==> src/rtl/plic_gateway.sv <==
// Per-source PLIC gateway: turns a raw device interrupt into a pending bit and
// runs the claim/complete handshake, with deferred-edge counting in edge mode.
module plic_gateway #(
    parameter logic [3:0] ID          = 4'd1,
    parameter int         EDGE_CNT_W  = 3,
    parameter int         SYNC_STAGES = 2
) (
    input  logic                  clk_i,
    input  logic                  rst_i,
    input  logic                  irq_i,
    input  logic                  edge_mode_i,
    input  logic                  claim_i,
    input  logic [3:0]            claim_id_i,
    input  logic                  complete_i,
    input  logic [3:0]            complete_id_i,
    output logic                  ip_o,
    output logic                  busy_o,
    output logic [EDGE_CNT_W-1:0] pend_cnt_o
);

    localparam logic [1:0] ST_IDLE    = 2'd0;
    localparam logic [1:0] ST_PENDING = 2'd1;
    localparam logic [1:0] ST_CLAIMED = 2'd2;

    localparam logic [EDGE_CNT_W-1:0] CNT_MAX = '1;

    logic [SYNC_STAGES-1:0] sync_q;
    logic                   irq_s;
    logic                   irq_s_q;
    logic                   rise;
    logic                   claim_hit;
    logic                   complete_hit;
    logic                   edge_inc;
    logic [1:0]             state_q;
    logic [1:0]             state_d;
    logic [EDGE_CNT_W-1:0]  cnt_q;
    logic [EDGE_CNT_W-1:0]  cnt_d;
    logic                   ip_q;
    logic                   busy_q;

    assign irq_s        = sync_q[SYNC_STAGES-1];
    assign rise         = irq_s & ~irq_s_q;
    assign claim_hit    = claim_i & (claim_id_i == ID) & (ID != 4'd0);
    assign complete_hit = complete_i & (complete_id_i == ID) & (ID != 4'd0);

    always_ff @(posedge clk_i or posedge rst_i) begin
        if (rst_i) begin
            sync_q  <= '0;
            irq_s_q <= 1'b0;
        end else begin
            sync_q  <= {sync_q[SYNC_STAGES-2:0], irq_i};
            irq_s_q <= irq_s;
        end
    end

    // Edges seen while the source is busy are deferred, saturating at CNT_MAX.
    assign edge_inc = edge_mode_i & rise & (cnt_q != CNT_MAX);

    always_comb begin
        state_d = state_q;
        cnt_d   = cnt_q;
        case (state_q)
            ST_IDLE: begin
                if (edge_mode_i) begin
                    if (rise) begin
                        state_d = ST_PENDING;
                    end else if (cnt_q != '0) begin
                        state_d = ST_PENDING;
                        cnt_d   = cnt_q - 1'b1;
                    end
                end else if (irq_s) begin
                    state_d = ST_PENDING;
                end
            end
            ST_PENDING: begin
                if (edge_inc) cnt_d = cnt_q + 1'b1;
                if (claim_hit) state_d = ST_CLAIMED;
            end
            ST_CLAIMED: begin
                if (edge_inc) cnt_d = cnt_q + 1'b1;
                if (complete_hit) state_d = ST_IDLE;
            end
            default: state_d = ST_IDLE;
        endcase
        if (!edge_mode_i) cnt_d = '0;
    end

    always_ff @(posedge clk_i or posedge rst_i) begin
        if (rst_i) begin
            state_q <= ST_IDLE;
            cnt_q   <= '0;
            ip_q    <= 1'b0;
            busy_q  <= 1'b0;
        end else begin
            state_q <= state_d;
            cnt_q   <= cnt_d;
            ip_q    <= (state_d == ST_PENDING);
            busy_q  <= (state_d == ST_CLAIMED);
        end
    end

    assign ip_o       = ip_q;
    assign busy_o     = busy_q;
    assign pend_cnt_o = cnt_q;

endmodule

==> config.mk <==
export PLATFORM = sky130hd
export DESIGN_NAME = plic_gateway
export DESIGN_NICKNAME = d
export VERILOG_FILES = /design/src/rtl/plic_gateway.sv
export SDC_FILE = /design/constraint.sdc
export NUM_CORES = 1
export LEC_CHECK = 0
export ABC_AREA = 0
export CAP_MARGIN = 20
export CORE_MARGIN = 2
export CORE_UTILIZATION = 40
export CTS_CLUSTER_DIAMETER = 60
export DETAILED_ROUTE_END_ITERATION = 16
export PLACE_DENSITY_LB_ADDON = 0.08
export SYNTH_ARGS = -nofsm -noshare
export SYNTH_HDL_FRONTEND = slang
export SYNTH_SLANG_ARGS = --single-unit
==> constraint.sdc <==
create_clock -name clk_i -period 5.03 [get_ports clk_i]
set_input_delay 0.7545 -clock clk_i [delete_from_list [all_inputs] [get_ports clk_i]]
set_output_delay 0.7545 -clock clk_i [all_outputs]
set_load 0.01 [all_outputs]
### After elaboration in Yosys (flattened, before gate mapping)

Index checks and enable logic that the tools add are counted.

| storage, ports and cells | value |
|---|---|
| flip-flop bits (word level) | 10 |
| logic and storage cells | 41 |

| cells by class | value |
|---|---|
| add/sub/neg operators | 2 |
| equal/unequal tests | 11 |
| mux-type cells | 12 |
| bitwise logic cells | 6 |
| reduce and logical (&&, ||, !) cells | 4 |

Operators with widths:

| kind | count |
|---|---|
| $mux W2 | 6 |
| $mux W3 | 4 |
| $ne A3 B3 Y1 const B | 3 |
| $eq A4 B1 Y1 const B | 2 |
| $ne A3 B2 Y1 const B | 2 |
| $pmux W2 S3 | 1 |
| $pmux W3 S2 | 1 |
| $and A1 B1 Y1 | 5 |
| $eq A2 B1 Y1 const B | 2 |
| $eq A2 B2 Y1 const B | 2 |
| $reduce_and A4 Y1 | 1 |
| $add A3 B1 Y3 const B | 1 |
| $reduce_bool A3 Y1 | 1 |
| $sub A3 B1 Y3 const B | 1 |
| $logic_not A2 Y1 | 1 |
| $reduce_or A2 Y1 | 1 |
| $not A1 Y1 | 1 |

### Depth between registers and ports, before layout

Gate-level depths: netlist (run 1).

| depth | value |
|---|---|
| word-level depth | 7 |
| gate-level depth with buffers | 7 |

### Worst setup path before layout (run 1)

Ideal clock, no wire load.

| timing path | value |
|---|---|
| path kind | register -> register |
| start | register state_q[0] |
| end | register cnt_q[2] (netlist: pend_cnt_o[2]) |
| library setup time | 64 ps |
| arrival | 1,762 ps |
| required time | 4,966 ps |
| path slack | 3,204 ps |
| cell stages (with the launch flop) | 8 |
| clock period less this slack | 1,826 ps |
| cell sequence | dfrtp_1 -> inv_1 -> ha_1 -> inv_1 -> fa_1 -> xor2_1 -> nor4b_1 -> a31o_2 |

| on the way | value |
|---|---|
| word-level cells in the longest chain between the ends | 4 |
| elaborated cells between the ends (all ways) | 11 |
| those cells by class | eq/ne: 6; mux: 2; reduce/logical: 3 |

Ends and longest elaborated chain:

| element | RTL line | text |
|---|---|---|
| from (decl) | 34 | `logic [1:0] state_q;` |
| from (signal assigned) | 95 | `state_q <= state_d;` |
| $eq A2 B2 Y1 / $eq A2 B1 Y1 (equally long branches) | 62 | `case (state_q)` |
| $reduce_or A2 Y1 (no source line) | - |  |
| $ne A3 B2 Y1 (no source line) / $pmux W3 S2 (equally long branches) | - |  |
| $reduce_and A4 Y1 (no source line) / $mux W3 (equally long branches) | - |  |
| to (signal assigned) | 96 | `cnt_q <= cnt_d;` |
| to (decl) | 36 | `logic [EDGE_CNT_W-1:0] cnt_q;` |

Parallel ways exist; a longest one is shown, timed or not.
A chain may end at the register's enable or synchronous reset.

### Worst setup path in the final report (run 1)

| timing path | value |
|---|---|
| start | input edge_mode_i |
| end | register ip_q (netlist: ip_o) |

| on the way | value |
|---|---|
| word-level cells in the longest chain between the ends | 3 |

Ends and longest elaborated chain:

| element | RTL line | text |
|---|---|---|
| from (decl) | 11 | `input logic edge_mode_i,` |
| $mux W2 | 64 | `if (edge_mode_i) begin` |
| $pmux W2 S3 | 62 |  |
| $eq A2 B1 Y1 | 97 | `ip_q <= (state_d == ST_PENDING);` |
| to (signal assigned) | 97 |  |
| to (decl) | 38 | `logic ip_q;` |

No other way between the ends.

==> results of run 1 <==
==> through the flow <==
stage	hold slack (ps)	utilization (%)	instances	worst slack [ps]	total power (W)
finish	370	58.5	98	2980	0.000447
global route	377	58.5	98	2890	0.000486
CTS	368	58.5	98	2960	0.000455
detailed placement	340	56.1	94	2750	0.000378
global placement	339	56.1	94	2720	0.000375
floorplan	331	-	60	3200	0.000300
==> metal layers <==
metal,vias up,track usage [%],share of wire (%)
met5,-,0,0
met4,0,9.09,1.1
met3,2,2.04,5.4
met2,15,25.0,45
met1,237,19.6,48
li1,259,-,-
==> worst paths after layout <==
kind	depth (start not counted)	start	end	slack (ps)
max	5	edge_mode_i	ip_o	2980
min	0	sync_q[0]	sync_q[1]	370
max reg2reg	7	state_q[0]	pend_cnt_o[2]	3040
min reg2reg	0	sync_q[0]	sync_q[1]	370
max in group asynchronous	2	rst_i	irq_s_q	4030
min in group asynchronous	2	rst_i	ip_o	750
==> cell families after synthesis <==
kind of cell / share of synthesized area (%)
AO/OA/AOI/OAI: 22.4
adder cells (fa/ha/maj): 10.7
buffers and inverters: 4.59
multiplexers: 1.53
AND/OR/NAND/NOR: 21.2
XOR/XNOR: 1.34
flip-flops: 38.2
==> power groups by stage <==
stage	clock network, W	registers (W)	logic [W]
after floorplan	0	0.000136	0.000165
after global placement	0	0.000134	0.000241
after detailed placement	0	0.000135	0.000243
after CTS	0.0000749	0.000134	0.000246
after global routing	0.0000784	0.000138	0.000270
final	0.0000712	0.000133	0.000243
==> layout by cell type, fill, tap and decap left out, drive strengths merged, types with 2 or more instances in the layout <==
| master | Yosys | final |
|---|---|---|
| o21ai | 4 | 4 |
| dfrtp | 10 | 10 |
| a31oi | 2 | 2 |
| nand3b | 2 | 2 |
| o31a | 2 | 2 |
| nand2 | 2 | 2 |
| clkbuf | 0 | 4 |
| nor3b | 4 | 4 |
| nor3 | 2 | 2 |
| a21oi | 3 | 3 |
| nor2 | 2 | 2 |
| ha | 4 | 4 |
| inv | 8 | 8 |
| clkdlybuf4s50 | 0 | 18 |
==> cell usage after synthesis, types with 2 or more instances <==
cell     instances  area share (%)
nor2_1           2             1.1
nor3_1           2             1.5
nand2_1          2             1.1
nor3b_1          2             2.3
ha_1             4             7.6
o31a_1           2             2.7
o21ai_0          3             2.3
nor3b_2          2             3.8
a21oi_1          3             2.3
dfrtp_1         10              38
inv_1            8             4.6
==> critical path, delay by kind of cell <==
family | cells | cell delay, ps
AO/OA/AOI/OAI | 2 | 590
buffers and inverters | 1 | 540
AND/OR/NAND/NOR | 2 | 350
==> state kept, by name, summed over array words and instances (netlist names) <==
| register | flops |
|---|---|
| ip_o | 1 |
| irq_s_q | 1 |
| pend_cnt_o | 3 |
| busy_o | 1 |
| state_q | 2 |
| sync_q | 2 |
==> final cells by class <==
type / count / share of cell area, %
multi-input combinational: 42 / 42.0
clock buffer: 4 / 4.07
tap: 16 / 2.25
timing repair buffer: 18 / 20.2
sequential: 10 / 28.1
inverter: 8 / 3.37
==> results.md, run 1 <==
* CP arrival at 2230 ps
* Remaining DRCs at 0
* Sequential share of power at 29.8%
* Unique masters post-synth at 31
* Full die area at 0.00198 mm2
* Primary FF master, synth: dfrtp_1
* CP Launch Type: input port
* Starting Density at 42.9%
* Final Wtd Congestion at 0.753
* Dpl cell area at 855 um2
* Leakage Power at 0.388 nW
* Fmax at roughly 500 MHz
* DR vias at 513
* Post-route design area at 891 um2
* Share of synthesized registers carrying an async set or reset at 100%
* Register area at 250 um2
* Layout overhead on the synthesized area at 36.1%
* Cell-internal power at 0.000275 W
* Via/cell ratio at 5.23
* Total track usage at 15.4%
* Clk buf depth at 2
* Post-synth EDFFs at 0
* Slew Limit Headroom at slightly below 80%
* Post-Syn Instances at 60
* Initial antenna violation count at 0
* YS warnings at 0
* Critical-path top delay cell: clkdlybuf4s50_1
* Yosys reg bits at 10
* Number of I/O pins at 19
* # rows at 14
* Initial DRT Pass Iterations at 4
* Largest net degree at the start of global routing at 11
* Sw Share at 38.4%
* CTS tree: done
* Crit Path Class: input port to flop
* Setup violations, final at 0
* Clock Pin Slew Worst Setup and Hold Paths at 60 ps
* Initial DRC count at 9
* Post-CTS Resized at 0
* Least-Margin Pin Slew at 344 ps
* Max incr delay on CP at ~540 ps
* TritonCTS Buffers at 3
* Fin. Hold Viols at 0
* # diodes at 0
* Max Cap Violations at 0
* Die X at 44.4 um
* Clock power share at approximately 16%
* Worst Skew at around 3.2 ps
* Final Slew Violations at 0
* Die Y-Extent at 44.4 um
* Crit end category: flop
* Grt ovf at 0
* Setup TNS Final at 0 ps
* Multi-input logic area at 374 um2
* Period utilisation layout at 40.8%
* Hold_buf cts at 0
* CTS Sinks at 10
* Net Switching at 0.000172 W
* Layout cells sized above 1 at 15.9%
* Crit path time final at roughly 2100 ps
* Buffers on Ports at 18
* Maximum vdd drop at ~0.27 mV
* Net count, final at 102
* WP data required at 5210 ps
* Hpwl dp at 977 um
* Syn nets at 79
* CTS root buf: clkbuf_4
* WL final at 1.25 mm
* Routed Antenna Nets at 0
* Worst min path class: flop to flop
* Crit path cell chain: clkdlybuf4s50_1, a21boi_0, nor3_1, a211oi_2, nor3b_2
* Register area share after synthesis at between 30% and 40%
* Fill cells at 132
* RSZ-0062 raised after global routing: false
* Combinational power share at 54.2%
* Number of global-route vias before repair at a little over 500
* Post-synthesis area per instance at around 11 um2
* CORE AREA at 0.00152 mm2
* Status: finished, final reports clean
* Setup repair bufs after CTS at 0
* Critical path peak fanout at 7
* Synthesized cell area at around 650 um2
* Worst-Skew Late Latency at 260 ps
* PwrDens at approximately 500 mW/mm2
* Wire length per cell at ~13 um
* H-tree Lvls at 1
* First-pass GRT wire length at 2.18 mm
Note: power is estimated with default switching activity, not from simulation.
==> run 2: changes to the inputs <==
clock period = 2.1 ns   (was 5.03 ns; I/O delays follow)
==> run 2 against run 1 <==
Net effect:
- die area unchanged
- non-clock buffer count up 1
- largest power group unchanged
- global-route usage down 1.5 points
- hold slack worse by 49 ps
- total power up 120%
==> results.md, run 2 (synthesized netlist as in run 1, its figures left out) <==
* WP data required at 2290 ps (was 5210 ps)
* Multi-input logic area at 374 um2 (unchanged)
* Crit path cell chain: inv_1, ha_1, inv_1, fa_1, xor2_1, nor4b_1, a31o_2 (was clkdlybuf4s50_1, a21boi_0, nor3_1, a211oi_2, nor3b_2)
* Worst min path class: input port to async pin (was flop to flop)
* # diodes at 0 (unchanged)
* Post-route design area at 885 um2 (was 891 um2)
* Max Cap Violations at 0 (unchanged)
* WL final at 1.09 mm (was 1.25 mm)
* Crit end category: flop (unchanged)
* Period utilisation layout at 92.0%
* DR vias at 498 (was 513)
* Hold_buf cts at 0 (unchanged)
* Die Y-Extent at 44.4 um (unchanged)
* TritonCTS Buffers at 3 (unchanged)
* Fmax at ~520 MHz
* RSZ-0062 raised after global routing: false (unchanged)
* Setup TNS Final at 0 ps (unchanged)
* Leakage Power at 0.386 nW (was 0.388 nW)
* Final Slew Violations at 0 (unchanged)
* Post-CTS Resized at 0 (unchanged)
* Crit Path Class: flop to flop (was input port to flop)
* Met3 track demand over resource at 2.04% (unchanged)
* Maximum vdd drop at 0.572 mV (was 0.272 mV)
* Initial antenna violation count at 0 (unchanged)
* Number of I/O pins at 19 (unchanged)
* Most frequent cells in the layout: clkdlybuf4s50_1 (18), dfrtp_1 (10), inv_1 (8) (unchanged)
* # rows at 14 (unchanged)
* Final setup margin at 169 ps (was 2980 ps)
* Worst hold slack at 322 ps (was 370 ps)
* Final Wtd Congestion at 0.752 (was 0.753)
* Critical-path top delay cell: dfrtp_1 (was clkdlybuf4s50_1)
* Full die area at 0.00198 mm2 (unchanged)
* Initial DRC count at 5 (was 9)
* Commonest non-fill, non-tap cell in the layout: clkdlybuf4s50_1 (unchanged)
* Remaining DRCs at 0 (unchanged)
* First-pass GRT wire length at 2.01 mm (was 2.18 mm)
* Largest net degree at the start of global routing at 11 (unchanged)
* CP arrival at 2120 ps (was 2230 ps)
* Die X at 44.4 um (unchanged)
* Net count, final at 103 (was 102)
* Worst-Skew Late Latency at 250 ps (was 260 ps)
* Crit path time final at 1930 ps
* Layout cells sized above 1 at 15.9% (unchanged)
* Layout overhead on the synthesized area at 35.2% (was 36.1%)
* CTS root buf: clkbuf_4 (unchanged)
* Slew Limit Headroom at 77.2% (was 77.0%)
* Dpl ws at 182 ps (was 2750 ps)
* Number of global-route vias before repair at 476 (was 510)
* Critical path peak fanout at 4 (was 7)
* Worst Skew at 0.287 ps (was 3.16 ps)
* Wire length per cell at 11.2 um (was 12.7 um)
* Buffers on Ports at 18 (unchanged)
* Setup violations, final at 0 (unchanged)
* CP Launch Type: flop (was input port)
* GR Util met2 at 20.6% (was 25.0%)
* Initial DRT Pass Iterations at 4 (unchanged)
* Clk buf depth at 2 (unchanged)
* CTS tree: done (unchanged)
* H-tree Lvls at 1 (unchanged)
* Via/cell ratio at 5.08 (was 5.23)
* CTS Sinks at 10 (unchanged)
* Status: finished, final reports clean (unchanged)
* Register area at 250 um2 (unchanged)
* Max incr delay on CP at 420 ps (was 540 ps)
* Routed Antenna Nets at 0 (unchanged)
* Clock Pin Slew Worst Setup and Hold Paths at 50 ps (was 60 ps)
* CP most frequent cell: inv_1
* PwrDens at 1130 mW/mm2 (was 502 mW/mm2)
* Fin. Hold Viols at 0 (unchanged)
* Hpwl dp at 955 um (was 977 um)
* M1 GR Usage at 19.6% (about the same)
* Grt ovf at 0 (unchanged)
* Number of flip-flops in the largest register at 3 (unchanged)
* Fill cells at 126 (was 132)
* Total power at 0.000997 W (was 0.000447 W)
* Total track usage at 13.9% (was 15.4%)
* Dpl cell area at 862 um2 (was 855 um2)
* Starting Density at 42.9% (unchanged)
* Least-Margin Pin Slew at 342 ps (was 344 ps)
* CORE AREA at 0.00152 mm2 (unchanged)
* Setup repair bufs after CTS at 0 (unchanged)
* GRT Max-Usage Layer: met2 (unchanged)
[run 2: cell types whose count changed in the layout (fill, tap and decap cells not counted), sizes merged]
cell | before | now
buf | 0 | 1
clkbuf | 4 | 3
[run 2: worst max-delay path, delay by kind of cell (launching register included)]
kind | cells | cell delay (ps)
adders and majority gates | 2 | 750
and+or+nand+nor | 1 | 240
buffers and inverters | 2 | 160
xor gates and xnor gates | 1 | 160
AOI/OAI and AO/OA | 1 | 140
DFF | 1 | 420
[run 2: path summary, 6_finish.rpt]
path | start | end | slack, ps | cells past startpoint
max in group asynchronous | rst_i | state_q[1] | 1530 | 2
setup reg to reg | state_q[0] | pend_cnt_o[2] | 170 | 7
hold / removal | rst_i | pend_cnt_o[2] | 320 | 2
hold reg to reg | sync_q[0] | sync_q[1] | 350 | 0
min in group clk_i | sync_q[0] | sync_q[1] | 350 | 0
setup / recovery | state_q[0] | pend_cnt_o[2] | 170 | 7
[run 2: report_power, final]
part           leakage [nW]  internal [W]  switching, W
Sequential            0.127      0.000248     0.0000665
Clock                0.0138     0.0000653     0.0000508
Combinational         0.245      0.000308      0.000258
Total                 0.386      0.000621      0.000375
[run 2: metrics by stage]
step | cells | utilization [%]
final | 98 | 58.0
after global routing | 98 | 58.0
after CTS | 98 | 58.0
after detailed placement | 95 | 56.6
after global placement | 95 | 56.6
after floorplan | 60 | -
[run 2: layout make-up]
type / instances / area share [%]
clock buffer: 3 / 2.55
inverter: 8 / 3.39
multi-input combinational: 42 / 42.3
sequential: 10 / 28.3
tap: 16 / 2.26
timing repair buffer: 19 / 21.2
[run 2: metal layers]
metal  up-vias  wire length, um
met4         0               19
met5         -                0
li1        260                -
met3         2               55
met1       225              522
met2        11              497
==> run 3: changes to the inputs <==
--- a/constraint.sdc
+++ b/constraint.sdc
@@ -3,2 +3,2 @@
 set_output_delay 0.315 -clock clk_i [all_outputs]
-set_load 0.01 [all_outputs]
+set_load 0.02 [all_outputs]
==> results of run 3 <==
Same layout as run 2 (identical final DEF). Status: finished, final reports clean.
Among the figures that moved: total power 0.000997 W -> 0.00103 W; worst IR drop on VDD 0.572 mV -> 0.581 mV
